### src/rtl/imm_gen_pipe.sv
// Pipelined RV immediate generator: decodes all base formats into a sign-extended
// XLEN-bit immediate plus format code, behind a two-entry skid-buffered handshake.
module imm_gen_pipe #(
   parameter int XLEN = 64
) (
   input  logic            clk,
   input  logic            reset,
   input  logic            in_valid,
   output logic            in_ready,
   input  logic [31:0]     instruction,
   output logic            out_valid,
   input  logic            out_ready,
   output logic [XLEN-1:0] imm_data,
   output logic [2:0]      imm_fmt,
   output logic            illegal
);

   localparam logic [2:0] FMT_R   = 3'd0;
   localparam logic [2:0] FMT_I   = 3'd1;
   localparam logic [2:0] FMT_S   = 3'd2;
   localparam logic [2:0] FMT_B   = 3'd3;
   localparam logic [2:0] FMT_U   = 3'd4;
   localparam logic [2:0] FMT_J   = 3'd5;
   localparam logic [2:0] FMT_ILL = 3'd7;

   localparam logic [6:0] OP_REG    = 7'b0110011;
   localparam logic [6:0] OP_REG32  = 7'b0111011;
   localparam logic [6:0] OP_LOAD   = 7'b0000011;
   localparam logic [6:0] OP_IMM    = 7'b0010011;
   localparam logic [6:0] OP_IMM32  = 7'b0011011;
   localparam logic [6:0] OP_JALR   = 7'b1100111;
   localparam logic [6:0] OP_STORE  = 7'b0100011;
   localparam logic [6:0] OP_BRANCH = 7'b1100011;
   localparam logic [6:0] OP_LUI    = 7'b0110111;
   localparam logic [6:0] OP_AUIPC  = 7'b0010111;
   localparam logic [6:0] OP_JAL    = 7'b1101111;

   // State bits double as {out_valid, skid_valid} so both flags come straight from flops.
   typedef enum logic [1:0] {
      EMPTY = 2'b00,
      FULL1 = 2'b10,
      FULL2 = 2'b11
   } state_t;

   state_t state, state_next;

   logic [6:0]      opcode;
   logic [2:0]      funct3;
   logic            is_shift;
   logic [63:0]     dec_wide;
   logic [XLEN-1:0] dec_imm;
   logic [2:0]      dec_fmt;
   logic            dec_illegal;

   logic [XLEN-1:0] skid_imm;
   logic [2:0]      skid_fmt;
   logic            skid_illegal;

   logic accept;
   logic drain;
   logic load_out_in;
   logic load_out_skid;
   logic load_skid;

   assign opcode   = instruction[6:0];
   assign funct3   = instruction[14:12];
   assign is_shift = (opcode == OP_IMM || opcode == OP_IMM32) &&
                     (funct3 == 3'b001 || funct3 == 3'b101);

   // Immediates are built 64 bits wide and truncated, so one decoder serves both XLENs.
   always_comb begin
      dec_wide    = 64'd0;
      dec_fmt     = FMT_ILL;
      dec_illegal = 1'b0;
      case (opcode)
         OP_REG, OP_REG32: begin
            dec_wide = 64'd0;
            dec_fmt  = FMT_R;
         end
         OP_LOAD, OP_JALR: begin
            dec_wide = {{52{instruction[31]}}, instruction[31:20]};
            dec_fmt  = FMT_I;
         end
         OP_IMM, OP_IMM32: begin
            dec_fmt = FMT_I;
            if (is_shift) begin
               if (XLEN == 64 && opcode == OP_IMM)
                  dec_wide = {58'd0, instruction[25:20]};
               else
                  dec_wide = {59'd0, instruction[24:20]};
            end else begin
               dec_wide = {{52{instruction[31]}}, instruction[31:20]};
            end
         end
         OP_STORE: begin
            dec_wide = {{52{instruction[31]}}, instruction[31:25], instruction[11:7]};
            dec_fmt  = FMT_S;
         end
         OP_BRANCH: begin
            dec_wide = {{51{instruction[31]}}, instruction[31], instruction[7],
                        instruction[30:25], instruction[11:8], 1'b0};
            dec_fmt  = FMT_B;
         end
         OP_LUI, OP_AUIPC: begin
            dec_wide = {{32{instruction[31]}}, instruction[31:12], 12'd0};
            dec_fmt  = FMT_U;
         end
         OP_JAL: begin
            dec_wide = {{43{instruction[31]}}, instruction[31], instruction[19:12],
                        instruction[20], instruction[30:21], 1'b0};
            dec_fmt  = FMT_J;
         end
         default: begin
            dec_wide    = 64'd0;
            dec_fmt     = FMT_ILL;
            dec_illegal = 1'b1;
         end
      endcase
   end

   assign dec_imm = dec_wide[XLEN-1:0];

   assign out_valid = state[1];
   assign in_ready  = ~state[0];
   assign accept    = in_valid & in_ready;
   assign drain     = out_valid & out_ready;

   always_ff @(posedge clk) begin
      if (!reset)
         state <= EMPTY;
      else
         state <= state_next;
   end

   // OUT only reloads when empty or draining, which keeps the outputs stable under backpressure.
   always_comb begin
      state_next    = state;
      load_out_in   = 1'b0;
      load_out_skid = 1'b0;
      load_skid     = 1'b0;
      case (state)
         EMPTY: begin
            if (accept) begin
               state_next  = FULL1;
               load_out_in = 1'b1;
            end
         end
         FULL1: begin
            if (accept && drain) begin
               load_out_in = 1'b1;
            end else if (accept) begin
               state_next = FULL2;
               load_skid  = 1'b1;
            end else if (drain) begin
               state_next = EMPTY;
            end
         end
         FULL2: begin
            if (drain) begin
               state_next    = FULL1;
               load_out_skid = 1'b1;
            end
         end
         default: state_next = EMPTY;
      endcase
   end

   always_ff @(posedge clk) begin
      if (!reset) begin
         imm_data     <= '0;
         imm_fmt      <= 3'd0;
         illegal      <= 1'b0;
         skid_imm     <= '0;
         skid_fmt     <= 3'd0;
         skid_illegal <= 1'b0;
      end else begin
         if (load_out_in) begin
            imm_data <= dec_imm;
            imm_fmt  <= dec_fmt;
            illegal  <= dec_illegal;
         end else if (load_out_skid) begin
            imm_data <= skid_imm;
            imm_fmt  <= skid_fmt;
            illegal  <= skid_illegal;
         end
         if (load_skid) begin
            skid_imm     <= dec_imm;
            skid_fmt     <= dec_fmt;
            skid_illegal <= dec_illegal;
         end
      end
   end

endmodule

### config.mk
export PLATFORM = sky130hd
export DESIGN_NAME = imm_gen_pipe
export DESIGN_NICKNAME = d
export VERILOG_FILES = /design/src/rtl/imm_gen_pipe.sv
export SDC_FILE = /design/constraint.sdc
export NUM_CORES = 1
export LEC_CHECK = 0
export ABC_AREA = 1
export ABC_CLOCK_PERIOD_IN_PS = 3900
export BUFFER_PORTS_ARGS = -buffer_cell sky130_fd_sc_hd__buf_2
export CORE_UTILIZATION = 25
export CTS_BUF_LIST = sky130_fd_sc_hd__clkbuf_4
export DETAILED_ROUTE_END_ITERATION = 7
export GPL_TIMING_DRIVEN = 1
export MAX_ROUTING_LAYER = met4
export REMOVE_ABC_BUFFERS = 1
export SYNTH_ARGS = -nofsm -noshare
export SYNTH_HDL_FRONTEND = slang
export SYNTH_SLANG_ARGS = --single-unit
export TNS_END_PERCENT = 20
### constraint.sdc
create_clock -name clk -period 3.9 [get_ports clk]
set_input_delay 0.78 -clock clk [delete_from_list [all_inputs] [get_ports clk]]
set_output_delay 0.78 -clock clk [all_outputs]
set_load 0.01 [all_outputs]
Word-level counts from Yosys, hierarchy flattened
Index checks and enable logic that the tools add are counted.
Widths: inputs -> output; s select.
{ "classes": {"add_sub_neg": 0, "div": 0, "n_mux": 24, "shift": 0, "mul": 0, "n_lt_le_gt_ge": 0, "bitwise_logic": 3, "reduce_logical": 13, "eq_ne": 19} }
{ "ops": {"columns": ["op", "n"], "rows": [
  ["$pmux 64 s6", 1],
  ["$mux 64", 3],
  ["$eq 7x6->1 const B", 4],
  ["$eq 7x5->1 const B", 3],
  ["$eq 7x7->1 const B", 3],
  ["$pmux 3 s6", 1],
  ["$reduce_or 11->1", 1],
  ["$mux 2", 5],
  ["$mux 1", 9],
  ["$reduce_or 2->1", 4],
  ["$eq 7x2->1 const B", 1],
  ["$mux 3", 2],
  ["$mux 6", 1],
  ["$ne 2x2->1 const B", 3],
  ["$pmux 2 s3", 1],
  ["$eq 2x2->1 const B", 2],
  ["$reduce_and 4->1", 1],
  ["$reduce_or 4->1", 1],
  ["$eq 3x1->1 const B", 1],
  ["$eq 3x3->1 const B", 1],
  ["$ne 3x3->1 const B", 1],
  ["$and 1x1->1", 2],
  ["$logic_and 1x1->1", 2],
  ["$logic_not 2->1", 1],
  ["4 further kinds", 5]
]} }
{ "totals": {"ramBits": 0, "latch_bits": 0, "rom_bits": 0, "memories": 0, "inputBits": 36, "regBits": 138, "elab_cells": 66} }

Logic depth before layout (Yosys ltp)
{ "logic_depth": {"word_depth": 6, "ltp_mapped": 12, "mapped_depth_nobuf": 12} }

Worst setup path after synthesis
OpenSTA, ideal clock, no wires.
{ "synth_timing": {"kind": "reg-to-output", "from": "register, netlist name imm_data[62]", "to": "output imm_data[32]", "setup_slack_ns": 2.008, "arrival_time_ns": 1.112, "required_ns": 3.120, "stages_incl_launch_ff": 2, "path_cell_list": "dfxtp_1 buf_4"} }
{ "synth_lines": {"columns": ["element", "line", "rtl"], "rows": [
  ["end, declared", "13", "output logic [XLEN-1:0] imm_data,"]
]} }

==> reports/qor.csv <==
metric;value;unit
CTS Hold Bufs;0;
worst reg2reg path depth;7;
FF+latch count, synth;74;
maximum root-to-sink buffer count;2;
HP Class;reg -> reg;
Gate Count Post-Synth;586;
Power Density;595.3;mW/mm²
Total Wirelength;10520;µm
# rows;45;
Data required, critical path;3120;ps
Worst-path clk slew;110;ps
GRT Resource Usage Total;0.1400;
Die Y;126.7;µm
synthesized area;0.003886;mm²
Die Wd;126.7;µm
Arrival @ worst endpoint;1510;ps
RePlAce Congestion;0.8727;
total core area;0.01520;mm²
critical path peak fanout;34;
insertion delay of the later-clocked pin in the worst-skew pair;440;ps
crit-path max cell delay;820;ps
Sw Ratio;0.4090;
Worst-Margin Slew;748.0;ps
Initial Util;0.2556;
Area growth syn-to-layout;13.59;%
Core Util, Final;0.2904;
worst setup path category;reg -> out;
Final min period;2293;ps
Switch Pwr;1.075;mW
r2r setup slk;1820;ps
commonest non-fill, non-tap cell in the layout;nand2_1;
Crit path buffers/inverters;1;
CTS tree;yes;
Peak VDD IR;0.1640;mV
CTS resizes;0;
Die Area;0.01605;mm²
CP max stage cell;dfxtp_1;
max-cap violations;0;
RSZ-0062 raised after global routing;no;
Avg Cell Area, Syn;6.632;µm²
Yosys warning count;0;
Sink Count;74;
layout cells sized above 1;0.2214;
Avg Vias per Cell;4.445;
post-route insts no fill;836;
sequential area share after synthesis;0.3812;
Reg-to-Reg Start;state[1]$_SDFFE_PN0P_;
Period Utilization, post-route;0.5880;
CP startpoint kind;register;
endpoints failing setup;0;
Hold Vio Cnt, Final;0;
FMAX;436.0;MHz
reg2reg end;imm_data[29]$_SDFFE_PN0P_;
total grt overflow;0;
Port Buf Inserts;105;
drt pass-1 iters;4;
Min-Delay Endpoint;illegal$_SDFFE_PN0P_;
Final Max Slew Viols;0;
Hold Startpoint;illegal$_SDFFE_PN0P_;
Logic pwr share;0.421;
Pleak;2.264;nW
largest net degree at the start of global routing;61;
Clk pwr share;0.151;
Reg power frac;0.428;
H-tree Lvls;3;
Worst Setup End Kind;output pin;
postcts setup bufs;0;
most frequent cells in the layout;nand2_1, buf_2, dfxtp_1;
max_slew headroom;0.5006;
CTS root buf;clkbuf_4;
Placed Cells incl. Taps;818;
cell chain of the critical path;buf_2;
vias in the first global route;3325;
Detailed Route Iter0 Violations;217;
Yosys cell types;28;
initial antenna violation count;0;
Remaining DRCs;0;
Int Power;1.553;mW
CP delay by family, top;flip-flops;
first-pass GRT wire length;16990;µm
Final Power;2.628;mW
dpl hpwl;7511;µm
post-DR wirelength/cell;12.59;µm
outcome;finished clean;
Vias;3716;
Worst Skew;8.746;ps
Hold Path Depth;2;
remaining antenna violation count after routing;0;
I/O pin cnt;106;
Sum Neg Setup Slack;0;ps
hold_ws;517.1;ps
final net count;681;
total CTS buffers;9;
[worst register-to-register path, stage by stage, from the launching register on]
cell and delay [ps]:
dfxtp_1 380, inv_1 100, ha_1 140, inv_1 70, o21ai_4 570, buf_4 450, o21ai_0 160, a21oi_1 150
[worst max-delay path by stage]
stage / startpoint / end / slack, ps / cells after the start
after floorplan: out_ready / skid_fmt[1]$_SDFFE_PN0P_ / 370 / 8
after global placement: instruction[1] / skid_imm[11]$_SDFFE_PN0P_ / 1240 / 9
after detailed placement: instruction[1] / imm_data[26]$_SDFFE_PN0P_ / 1180 / 9
after CTS: imm_data[62]$_SDFFE_PN0P_ / imm_data[40] / 1530 / 1
after global routing: instruction[0] / imm_data[62]$_SDFFE_PN0P_ / 1360 / 11
final: imm_data[62]$_SDFFE_PN0P_ / imm_data[40] / 1610 / 1
[cells in the mapped netlist]
library cell,instances,area [µm²]
clkbuf_2,1,5.000
a21oi_1,56,280.3
inv_1,40,150.1
ha_1,4,50.05
nand2_1,174,653.1
inv_2,6,22.52
nor2_4,2,22.52
a31oi_1,9,56.30
buf_2,9,45.04
nand3_1,19,95.09
a21oi_2,3,26.28
clkbuf_1,18,67.56
a211oi_1,1,7.510
nor2_2,2,12.51
nand4_1,3,18.77
or2_1,1,6.260
nor3_1,1,5.000
nand2_2,5,31.28
nor2_1,48,180.2
o21ai_1,2,10.01
or2_2,1,6.260
o21ai_0,62,310.3
o21ai_2,1,8.760
dfxtp_1,74,1481
buf_6,2,22.52
o211ai_1,7,52.55
buf_1,1,3.750
buf_4,34,255.2
[registers in the layout, summed over array words and instances, names as in the netlist]
name / cells
imm_fmt: 3
imm_data: 32
skid_imm: 32
skid_illegal: 1
state: 2
skid_fmt: 3
illegal: 1
[power groups by stage]
stage / combinational [mW] / sequential (mW) / clock (mW)
after floorplan: 0.528 / 1.26 / 0
after global placement: 1.11 / 1.14 / 0
after detailed placement: 1.12 / 1.14 / 0
after CTS: 1.13 / 1.13 / 0.419
after global routing: 1.26 / 1.16 / 0.447
final: 1.11 / 1.12 / 0.397
[metal layers]
| layer | GRT usage | routed length [µm] | vias up |
|---|---|---|---|
| met2 | 0.2083 | 4696 | 95 |
| met1 | 0.1849 | 4990 | 1642 |
| met5 | - | 0 | - |
| met3 | 0.03796 | 719 | 12 |
| met4 | 0.04132 | 116 | 0 |
| li1 | - | - | 1967 |
[stage by stage]
| step | worst slack, ps | cell area [µm²] |
|---|---|---|
| after detailed placement | 1178 | 4305 |
| after floorplan | 366.9 | 3487 |
| after CTS | 1531 | 4409 |
| after global placement | 1244 | 4305 |
| after global routing | 1359 | 4409 |
| final | 1607 | 4414 |
[final cells by class]
type	count	area, µm²
fill	1700	10790
multi-input combinational	401	1848
sequential	74	1481
timing repair buffer	109	568.0
tap	188	235.2
inverter	46	172.7
clock buffer	11	82.58
clock inverter	5	21.27
antenna	2	5.005
[cells by family (layout without fill, tap and decap cells)]
logic type                 after synthesis  count (layout)  share of synthesized area
other                                    0               2                          0
AOI/OAI and AO/OA                      141             141                     0.1935
and+or+nand+nor                        256             256                     0.2653
adders and majority gates                4               4                    0.01288
buffers and inverters                  111             171                     0.1471
DFF                                     74              74                     0.3812
Power figures use the tool's default switching activity.
